## config.mk

```make
export PLATFORM = sky130hd
export DESIGN_NAME = alu_issue_stage
export DESIGN_NICKNAME = d
export VERILOG_FILES = /design/src/rtl/riscv_pkg.sv /design/src/rtl/hazard_unit.sv /design/src/rtl/alu_issue_stage.sv
export SDC_FILE = /design/constraint.sdc
export NUM_CORES = 1
export LEC_CHECK = 0
export CAP_MARGIN = 15
export CORE_UTILIZATION = 30
export DETAILED_ROUTE_END_ITERATION = 10
export HOLD_SLACK_MARGIN = 0.08
export SETUP_SLACK_MARGIN = 0.3
export SYNTH_ARGS = -nofsm -noshare
export SYNTH_HDL_FRONTEND = slang
export SYNTH_SLANG_ARGS = --single-unit
```

## constraint.sdc

```tcl
create_clock -name clk -period 6.22 [get_ports clk]
set_input_delay 0.622 -clock clk [delete_from_list [all_inputs] [get_ports clk]]
set_output_delay 0.622 -clock clk [all_outputs]
set_load 0.02 [all_outputs]
```

## src/rtl/riscv_pkg.sv

```systemverilog
// Shared RV32 core definitions.
// Holds the datapath/register-address widths, the ALU select encodings
// (shared with the ALU) and the issue-stage state encoding.
package riscv_pkg;

  localparam int WIDTH = 32;
  localparam int RA_W  = 5;

  typedef enum logic [3:0] {
    ALU_ADD  = 4'h0,
    ALU_SUB  = 4'h1,
    ALU_AND  = 4'h2,
    ALU_OR   = 4'h3,
    ALU_XOR  = 4'h4,
    ALU_SLL  = 4'h5,
    ALU_SRL  = 4'h6,
    ALU_SRA  = 4'h7,
    ALU_SLT  = 4'h8,
    ALU_SLTU = 4'h9
  } alu_sel_t;

  typedef enum logic [1:0] {
    EMPTY  = 2'd0,
    FULL   = 2'd1,
    BUBBLE = 2'd2
  } issue_state_t;

endpackage

```

## src/rtl/hazard_unit.sv

```systemverilog
// Combinational forwarding and load-use detection for the issue stage.
// Ports:
//   rs1_addr/rs2_addr, rs1_data/rs2_data : source numbers and register-file data
//   use_pc/use_imm                       : source rs1/rs2 is not used when set
//   ex_we/ex_rd/ex_data/ex_is_load       : instruction in the EX stage
//   mem_we/mem_rd/mem_data               : instruction in the MEM stage
//   rs1_sel/rs2_sel                      : forwarded source values
//   luh                                  : load-use hazard on a used source
module hazard_unit
  import riscv_pkg::*;
(
  input  logic [RA_W-1:0]  rs1_addr,
  input  logic [RA_W-1:0]  rs2_addr,
  input  logic [WIDTH-1:0] rs1_data,
  input  logic [WIDTH-1:0] rs2_data,
  input  logic             use_pc,
  input  logic             use_imm,
  input  logic             ex_we,
  input  logic [RA_W-1:0]  ex_rd,
  input  logic [WIDTH-1:0] ex_data,
  input  logic             ex_is_load,
  input  logic             mem_we,
  input  logic [RA_W-1:0]  mem_rd,
  input  logic [WIDTH-1:0] mem_data,
  output logic [WIDTH-1:0] rs1_sel,
  output logic [WIDTH-1:0] rs2_sel,
  output logic             luh
);

  logic ex_hit1, ex_hit2, mem_hit1, mem_hit2;

  // x0 is hardwired to zero, so a write to it never forwards.
  assign ex_hit1  = ex_we  && (ex_rd  != '0) && (ex_rd  == rs1_addr);
  assign ex_hit2  = ex_we  && (ex_rd  != '0) && (ex_rd  == rs2_addr);
  assign mem_hit1 = mem_we && (mem_rd != '0) && (mem_rd == rs1_addr);
  assign mem_hit2 = mem_we && (mem_rd != '0) && (mem_rd == rs2_addr);

  // EX is the younger producer, so it wins over MEM.
  assign rs1_sel = ex_hit1 ? ex_data : (mem_hit1 ? mem_data : rs1_data);
  assign rs2_sel = ex_hit2 ? ex_data : (mem_hit2 ? mem_data : rs2_data);

  // A load in EX has no data yet; stall only if the matching source is used.
  assign luh = ex_is_load && ((ex_hit1 && !use_pc) || (ex_hit2 && !use_imm));

endmodule

```

## src/rtl/alu_issue_stage.sv

```systemverilog
// ID/EX pipeline register of the RV32 core, directly upstream of the ALU.
// Accepts decoded instructions over valid/ready, resolves EX/MEM operand
// forwarding, inserts load-use bubbles and counts them (saturating).
// Ports:
//   clk, rst_n (async active-low)
//   in_*       : decoded instruction and its valid/ready handshake
//   fwd_ex_*   : EX-stage destination/data/load flag
//   fwd_mem_*  : MEM-stage destination/data
//   flush      : synchronous squash (highest priority)
//   out_valid/out_ready, alu_in_a/alu_in_b/alu_select, out_rd_addr/out_rd_we
//   bubble_cnt : saturating count of inserted load-use bubbles
module alu_issue_stage
  import riscv_pkg::*;
(
  input  logic             clk,
  input  logic             rst_n,
  input  logic             in_valid,
  output logic             in_ready,
  input  logic [RA_W-1:0]  in_rs1_addr,
  input  logic [RA_W-1:0]  in_rs2_addr,
  input  logic [WIDTH-1:0] in_rs1_data,
  input  logic [WIDTH-1:0] in_rs2_data,
  input  logic [WIDTH-1:0] in_imm,
  input  logic [WIDTH-1:0] in_pc,
  input  logic             in_use_imm,
  input  logic             in_use_pc,
  input  logic [3:0]       in_alu_select,
  input  logic [RA_W-1:0]  in_rd_addr,
  input  logic             in_rd_we,
  input  logic             fwd_ex_we,
  input  logic [RA_W-1:0]  fwd_ex_rd,
  input  logic [WIDTH-1:0] fwd_ex_data,
  input  logic             fwd_ex_is_load,
  input  logic             fwd_mem_we,
  input  logic [RA_W-1:0]  fwd_mem_rd,
  input  logic [WIDTH-1:0] fwd_mem_data,
  input  logic             flush,
  output logic             out_valid,
  input  logic             out_ready,
  output logic [WIDTH-1:0] alu_in_a,
  output logic [WIDTH-1:0] alu_in_b,
  output logic [3:0]       alu_select,
  output logic [RA_W-1:0]  out_rd_addr,
  output logic             out_rd_we,
  output logic [31:0]      bubble_cnt
);

  function automatic logic [31:0] sat_inc(input logic [31:0] v);
    return (v == 32'hFFFF_FFFF) ? v : v + 32'd1;
  endfunction

  logic [WIDTH-1:0] rs1_sel_p0, rs2_sel_p0;
  logic             luh_p0, adv_p0;

  hazard_unit u_hazard (
    .rs1_addr   (in_rs1_addr),
    .rs2_addr   (in_rs2_addr),
    .rs1_data   (in_rs1_data),
    .rs2_data   (in_rs2_data),
    .use_pc     (in_use_pc),
    .use_imm    (in_use_imm),
    .ex_we      (fwd_ex_we),
    .ex_rd      (fwd_ex_rd),
    .ex_data    (fwd_ex_data),
    .ex_is_load (fwd_ex_is_load),
    .mem_we     (fwd_mem_we),
    .mem_rd     (fwd_mem_rd),
    .mem_data   (fwd_mem_data),
    .rs1_sel    (rs1_sel_p0),
    .rs2_sel    (rs2_sel_p0),
    .luh        (luh_p0)
  );

  issue_state_t     state_p1;
  logic             vld_p1;
  logic [WIDTH-1:0] a_p1, b_p1;
  logic [3:0]       sel_p1;
  logic [RA_W-1:0]  rd_p1;
  logic             rd_we_p1;
  logic [31:0]      cnt_p1;

  assign adv_p0   = !vld_p1 || out_ready;
  assign in_ready = adv_p0 && !luh_p0 && !flush;

  // ---- p0 -> p1: issue register (ID/EX boundary) ----
  always_ff @(posedge clk or negedge rst_n) begin
    if (!rst_n) begin
      state_p1 <= EMPTY;
      vld_p1   <= 1'b0;
      a_p1     <= '0;
      b_p1     <= '0;
      sel_p1   <= '0;
      rd_p1    <= '0;
      rd_we_p1 <= 1'b0;
      cnt_p1   <= '0;
    end else if (flush) begin
      state_p1 <= EMPTY;
      vld_p1   <= 1'b0;
      rd_we_p1 <= 1'b0;
    end else if (adv_p0) begin
      if (in_valid && !luh_p0) begin
        state_p1 <= FULL;
        vld_p1   <= 1'b1;
        a_p1     <= in_use_pc  ? in_pc  : rs1_sel_p0;
        b_p1     <= in_use_imm ? in_imm : rs2_sel_p0;
        sel_p1   <= in_alu_select;
        rd_p1    <= in_rd_addr;
        rd_we_p1 <= in_rd_we;
      end else if (in_valid) begin
        // Load-use: hold a bubble; the instruction waits at the input and
        // picks up the load result from the MEM forward next cycle.
        state_p1 <= BUBBLE;
        vld_p1   <= 1'b0;
        rd_we_p1 <= 1'b0;
        cnt_p1   <= sat_inc(cnt_p1);
      end else begin
        state_p1 <= EMPTY;
        vld_p1   <= 1'b0;
        rd_we_p1 <= 1'b0;
      end
    end
  end

  assign out_valid   = vld_p1;
  assign alu_in_a    = a_p1;
  assign alu_in_b    = b_p1;
  assign alu_select  = sel_p1;
  assign out_rd_addr = rd_p1;
  assign out_rd_we   = rd_we_p1;
  assign bubble_cnt  = cnt_p1;

endmodule

```

**Yosys cells after proc, flatten, opt, wreduce, memory -nomap -nowiden**

Index checks and enable logic that the tools add are counted.
W data, S select, Z words.

- Add/subtract/negate cells: 1
- $mul: 0
- Divide/modulo/power cells: 0
- Order comparisons: 0
- Eq/ne operators: 5
- Shift-type cells: 0
- Muxes and demuxes: 12
- Bitwise logic cells: 3
- Reduce and logical (&&, ||, !) cells: 24

Operators by type and width:

| cell | number |
|---|---|
| $mux W32 | 6 |
| $add A32 B1 Y32 const B | 1 |
| $eq A32 B32 Y1 const B | 1 |
| $eq A5 B5 Y1 | 4 |
| $logic_and A1 B1 Y1 | 12 |
| $reduce_bool A5 Y1 | 2 |
| $mux W1 | 6 |
| $logic_not A1 Y1 | 5 |
| $reduce_and A5 Y1 | 1 |
| $not A1 Y1 | 3 |
| $reduce_and A3 Y1 | 1 |
| $logic_or A1 B1 Y1 | 2 |
| $reduce_bool A2 Y1 | 1 |

- Bits in registers: 107
- Latch bits: 0
- RAM bits: 0
- ROM bits: 0
- Bits of input ports: 232
- Output and inout bits: 108
- Memories: 0

**Logic depth before layout (Yosys ltp)**

- Depth after elaboration: 11
- Gate-level depth with buffers: 8

**Hierarchy**

From an unflattened synthesis, not the netlist that was laid out.

- Cell total of the unflattened synthesis: 815
- Area total of the unflattened synthesis: 7638.6 µm²

By module, submodules not included:

| module | times used | cells each | area each (µm²) | sequential area each (µm²) |
|---|---|---|---|---|
| alu_issue_stage | 1 | 457 | 4951.0 | 2677.6 |
| hazard_unit | 1 | 358 | 2687.6 | 0.0 |

**Least setup slack after synthesis**

Ideal clock, no wire load.

- Path type: input to output
- Start point: input fwd_ex_rd[0]
- End point: output in_ready
- Arrival time: 2.125 ns
- Data required time: 5.598 ns
- Slack: 3.473 ns
- Stages on the path: 5
- Path buffers: 0
- Cells stage by stage: or4_4 -> nor2_4 -> nor4_4 -> o21a_1 -> nor3_1

- Cells in the longest elaborated chain, start to end: 9
- Elaborated cells between the ends (all ways): 13
- Classes of those cells: eq/ne (2); reduce/logical (11)

Ends and longest elaborated chain:

| item | RTL line | RTL |
|---|---|---|
| start: declaration | alu_issue_stage.sv:31 | `input logic [RA_W-1:0] fwd_ex_rd,` |
| $reduce_bool A5 Y1 | hazard_unit.sv:33, hazard_unit.sv:34 |  |
| $logic_and A1 B1 Y1 | hazard_unit.sv:33, hazard_unit.sv:34 |  |
| $logic_and A1 B1 Y1 (on tied branches) | hazard_unit.sv:33, hazard_unit.sv:34 |  |
| $logic_and A1 B1 Y1 | hazard_unit.sv:43 | `assign luh = ex_is_load && ((ex_hit1 && !use_pc) \|\| (ex_hit2 && !use_imm));` |
| $logic_or A1 B1 Y1 (*) | hazard_unit.sv:43 |  |
| $logic_and A1 B1 Y1 (*) | hazard_unit.sv:43 |  |
| $logic_not A1 Y1 (*) | alu_issue_stage.sv:83 | `assign in_ready = adv_p0 && !luh_p0 && !flush;` |
| $logic_and A1 B1 Y1 (*) (2 in a row) | alu_issue_stage.sv:83 |  |
| end: declaration | alu_issue_stage.sv:18 | `output logic in_ready,` |

Mark *: on every way between the ends. The rest lies on a longest branch, timed or not.

**Worst setup path after layout**

Ends and elaborated chain as after synthesis.

==> out/results.tsv <==
stage	metric	value	unit
clocking	cts_hold_buffers	0	
floorplan	fp.dieArea	0.0214	mm^2
yosys	synthesis.area	0.00624	mm^2
finish	fin_area	0.0102	mm^2
worst_setup_path	endpoint_kind	output port	
yosys	syn_nets	801	
drt	firstDrtPassIters	4	
clocking	clkTransAtPathRegs	0.08	ns
floorplan	io_pins	340	
worst_setup_path	r2r_cells	5	
floorplan	num_rows	52	
yosys	seq_area_frac_synth	42.9	%
worst_setup_path	path_buf_inv	2	
global_route	grt_pass1_wl	37.1	mm
worst_setup_path	path_delay_family	buffers and inverters	
yosys	synth_cell_types	45	
worst_setup_path	path_cells	clkdlybuf4s50_1 > or4_4 > nor2_4 > nor4_4 > o21a_1 > nor3_1 > clkdlybuf4s50_1	
timing	max_freq	267	MHz
placed_design	globalplace.congestion	0.857	
global_route	grt_max_degree	55	
yosys	synthTopCellsByArea	dfrtp_1 (43%), mux2i_1 (10%), mux2_1 (7.9%), a22oi_1 (7.6%), mux2_2 (5.2%)	
drt	wl	24.6	mm
timing	maxSlewHeadroom	35.4	%
finish	syn2layout_area_growth	63.9	%
finish	drive_gt1_share	7.59	%
power_and_ir_drop	max-vdd-ir-drop	0.155	mV
hold_path	hp-class	in2async	
worst_setup_path	crit_type	in2out	
global_route	antenna_found_initial	1	
floorplan	core	0.0203	mm^2
finish	fillers	1909	
clocking	clockRootBuffer	clkbuf_16	
clocking	cts_setup_buffers	0	
worst_setup_path	crit-reg2reg-capture	alu_in_b[23]	
timing	tightest_slew	0.967	ns
timing	post-route-period-util	60.1	%
yosys	synth-seq-cells	107	
status	status	complete, no violations	
drt	vias	5917	
worst_setup_path	cp-start-kind	input port	
worst_setup_path	reg2reg_slack	3.71	ns
worst_setup_path	arrival	3.12	ns
drt	postRouteAntennaNets	0	
worst_setup_path	max_stage_delay	0.67	ns
finish	final_core_util	50.4	%
timing	final.min_clock_period	3.74	ns
worst_setup_path	critPathSlowestCell	clkdlybuf4s50_1	
worst_setup_path	cp_max_fo	5	
timing	final_hold_viol_count	0	
placed_design	dpl_cell_area	0.00991	mm^2
global_route	grt.overflow.total	0	
drt	drt_iter0_markers	211	
global_route	groute.usage.overall	22.9	%
clocking	clock_path_buffers	2	
placed_design	hpwl	17.8	mm
run	drv_cap	0	
timing	tns	0	ns
power_and_ir_drop	power.density	215	mW/mm^2
drt	vias_per_cell	5.07	
placed_design	io_buffers	339	
worst_setup_path	reg2reg_from	out_valid	
yosys	yosysWarnings	0	
yosys	synth_area_leader_cell	dfrtp_1	
global_route	grt_pass1_vias	6141	
yosys	yosys.area.top_type_share	42.9	%
timing	hold_slack	0.290	ns
worst_setup_path	required	5.60	ns
clocking	htree_levels	3	
finish	num-nets-final	1124	
timing	rsz0062_at_grt	false	
floorplan	die_w	146	um
clocking	cts_tree	done	
power_and_ir_drop	p_leak	3.85	nW
yosys	syn_avg_cell_area	11.0	um^2
clocking	cts_resized	0	
floorplan	initial_utilization	30.7	%
clocking	cts_sinks	107	
drt	route.detailed.wl_per_inst	21.1	um
worst_setup_path	crit_path_frequent_cell	clkdlybuf4s50_1	
clocking	worstSkewPairLatency	0.35	ns
timing	drv_slew	0	
timing	setup_violations	0	
drt	route.detailed.drc	0	
yosys	netlist_instances	568	
clocking	numCtsBuffers	9	
timing	clock-skew-final	0.0105	ns
floorplan	dieHeight	146	um
cell type report:
| cell class | instances | area [um^2] | area share, % |
|---|---|---|---|
| antenna | 1 | 2.50 | 0.0245 |
| clock buffer | 9 | 225 | 2.20 |
| timing repair buffer | 350 | 3490 | 34.1 |
| clock inverter | 7 | 85.1 | 0.832 |
| sequential | 107 | 2680 | 26.2 |
| multi-input combinational | 416 | 3380 | 33.1 |
| inverter | 7 | 26.3 | 0.257 |
| tap | 270 | 338 | 3.30 |
logic make-up (layout without fill, tap and decap cells):
| family | Yosys count | after routing | share of synthesized area (%) |
|---|---|---|---|
| simple gates | 90 | 90 | 8.59 |
| compound gates | 137 | 137 | 14.1 |
| other cells | 0 | 1 | 0 |
| flops | 107 | 107 | 42.9 |
| buf+inv | 45 | 373 | 3.53 |
| fa+ha+maj | 1 | 1 | 0.201 |
| xor+xnor | 51 | 51 | 7.16 |
| mux | 137 | 137 | 23.5 |
metrics by stage:
stage	instances	setup slack, ns	total power [mW]
6_report	1167	2.48	2.19
5_1_grt	1167	2.39	2.30
4_1_cts	1166	2.46	2.23
3_5_place_dp	1150	2.27	1.61
3_3_place_gp	1150	2.28	1.60
2_1_floorplan	568	3.47	1.15
worst max-delay path by stage:
stage / start / endpoint / cells after the start
6_report: fwd_ex_rd[0] / in_ready / 7
5_1_grt: fwd_ex_rd[0] / in_ready / 7
4_1_cts: fwd_ex_rd[0] / in_ready / 7
3_5_place_dp: fwd_ex_rd[0] / alu_in_b[26] / 8
3_3_place_gp: fwd_ex_rd[0] / alu_in_b[19] / 8
2_1_floorplan: fwd_ex_rd[0] / in_ready / 5
worst register-to-register path, stage by stage, from the launching register on:
cell     delay, ns
dfrtp_1       0.37
nor2b_1       0.17
nor3b_1       0.24
nor2b_4       0.84
buf_12        0.36
mux2_2        0.40
report_power, final:
group	internal, mW	total, mW	switching, mW
sequential	0.795	0.844	0.0488
clock	0.321	0.605	0.285
combinational	0.405	0.744	0.339
total	1.52	2.19	0.672
layout by cell type (no fill, tap or decap), types with 9 or more instances in the layout:
| cell type | synthesis | final |
|---|---|---|
| mux2_1 | 44 | 44 |
| nor2_1 | 10 | 10 |
| buf_4 | 1 | 11 |
| xor2_1 | 15 | 15 |
| clkdlybuf4s50_1 | 0 | 338 |
| nand2_1 | 17 | 17 |
| clkbuf_16 | 0 | 9 |
| mux2_2 | 29 | 29 |
| o21ai_0 | 62 | 62 |
| xnor2_1 | 36 | 36 |
| nor3_1 | 9 | 9 |
| nand4_1 | 17 | 17 |
| dfrtp_1 | 107 | 107 |
| mux2i_1 | 64 | 64 |
| a22oi_1 | 63 | 63 |
state kept, by name, summed over array words and instances, names as in the netlist:
| signal | cells |
|---|---|
| alu_in_a | 32 |
| alu_in_b | 32 |
| bubble_cnt | 32 |
| out_rd_addr | 5 |
| alu_select | 4 |
| out_rd_we | 1 |
| out_valid | 1 |
Yosys cell counts, drive strengths merged:
cell type and n:
a22oi 63, inv 7, nor3b 2, o2111a 1
xnor2 36, clkbuf 24, nor3 10, buf 14
and3 4, and2 3, or4 2, o211ai 1
nor2b 2, o21a 1, ha 1, a21oi 1
dfrtp 107, or2 1, xor2 15, nand3 8
nor4 7, mux2i 64, o221a 1, o21ai 64
a32o 1, nand2 17, nand3b 1, o31ai 1
a21o 2, nand4 17, mux2 73, nand4b 1
nor2 11, and4 4, o2111ai 1
routing by layer:
layer	GRT usage, %	vias to the layer above	routed length [um]
li1	-	2776	-
met5	0	-	0
met1	27.9	2887	10300
met4	7.19	0	630
met2	38.4	222	11800
met3	7.28	32	1910
(Power assumes the default switching activity.)
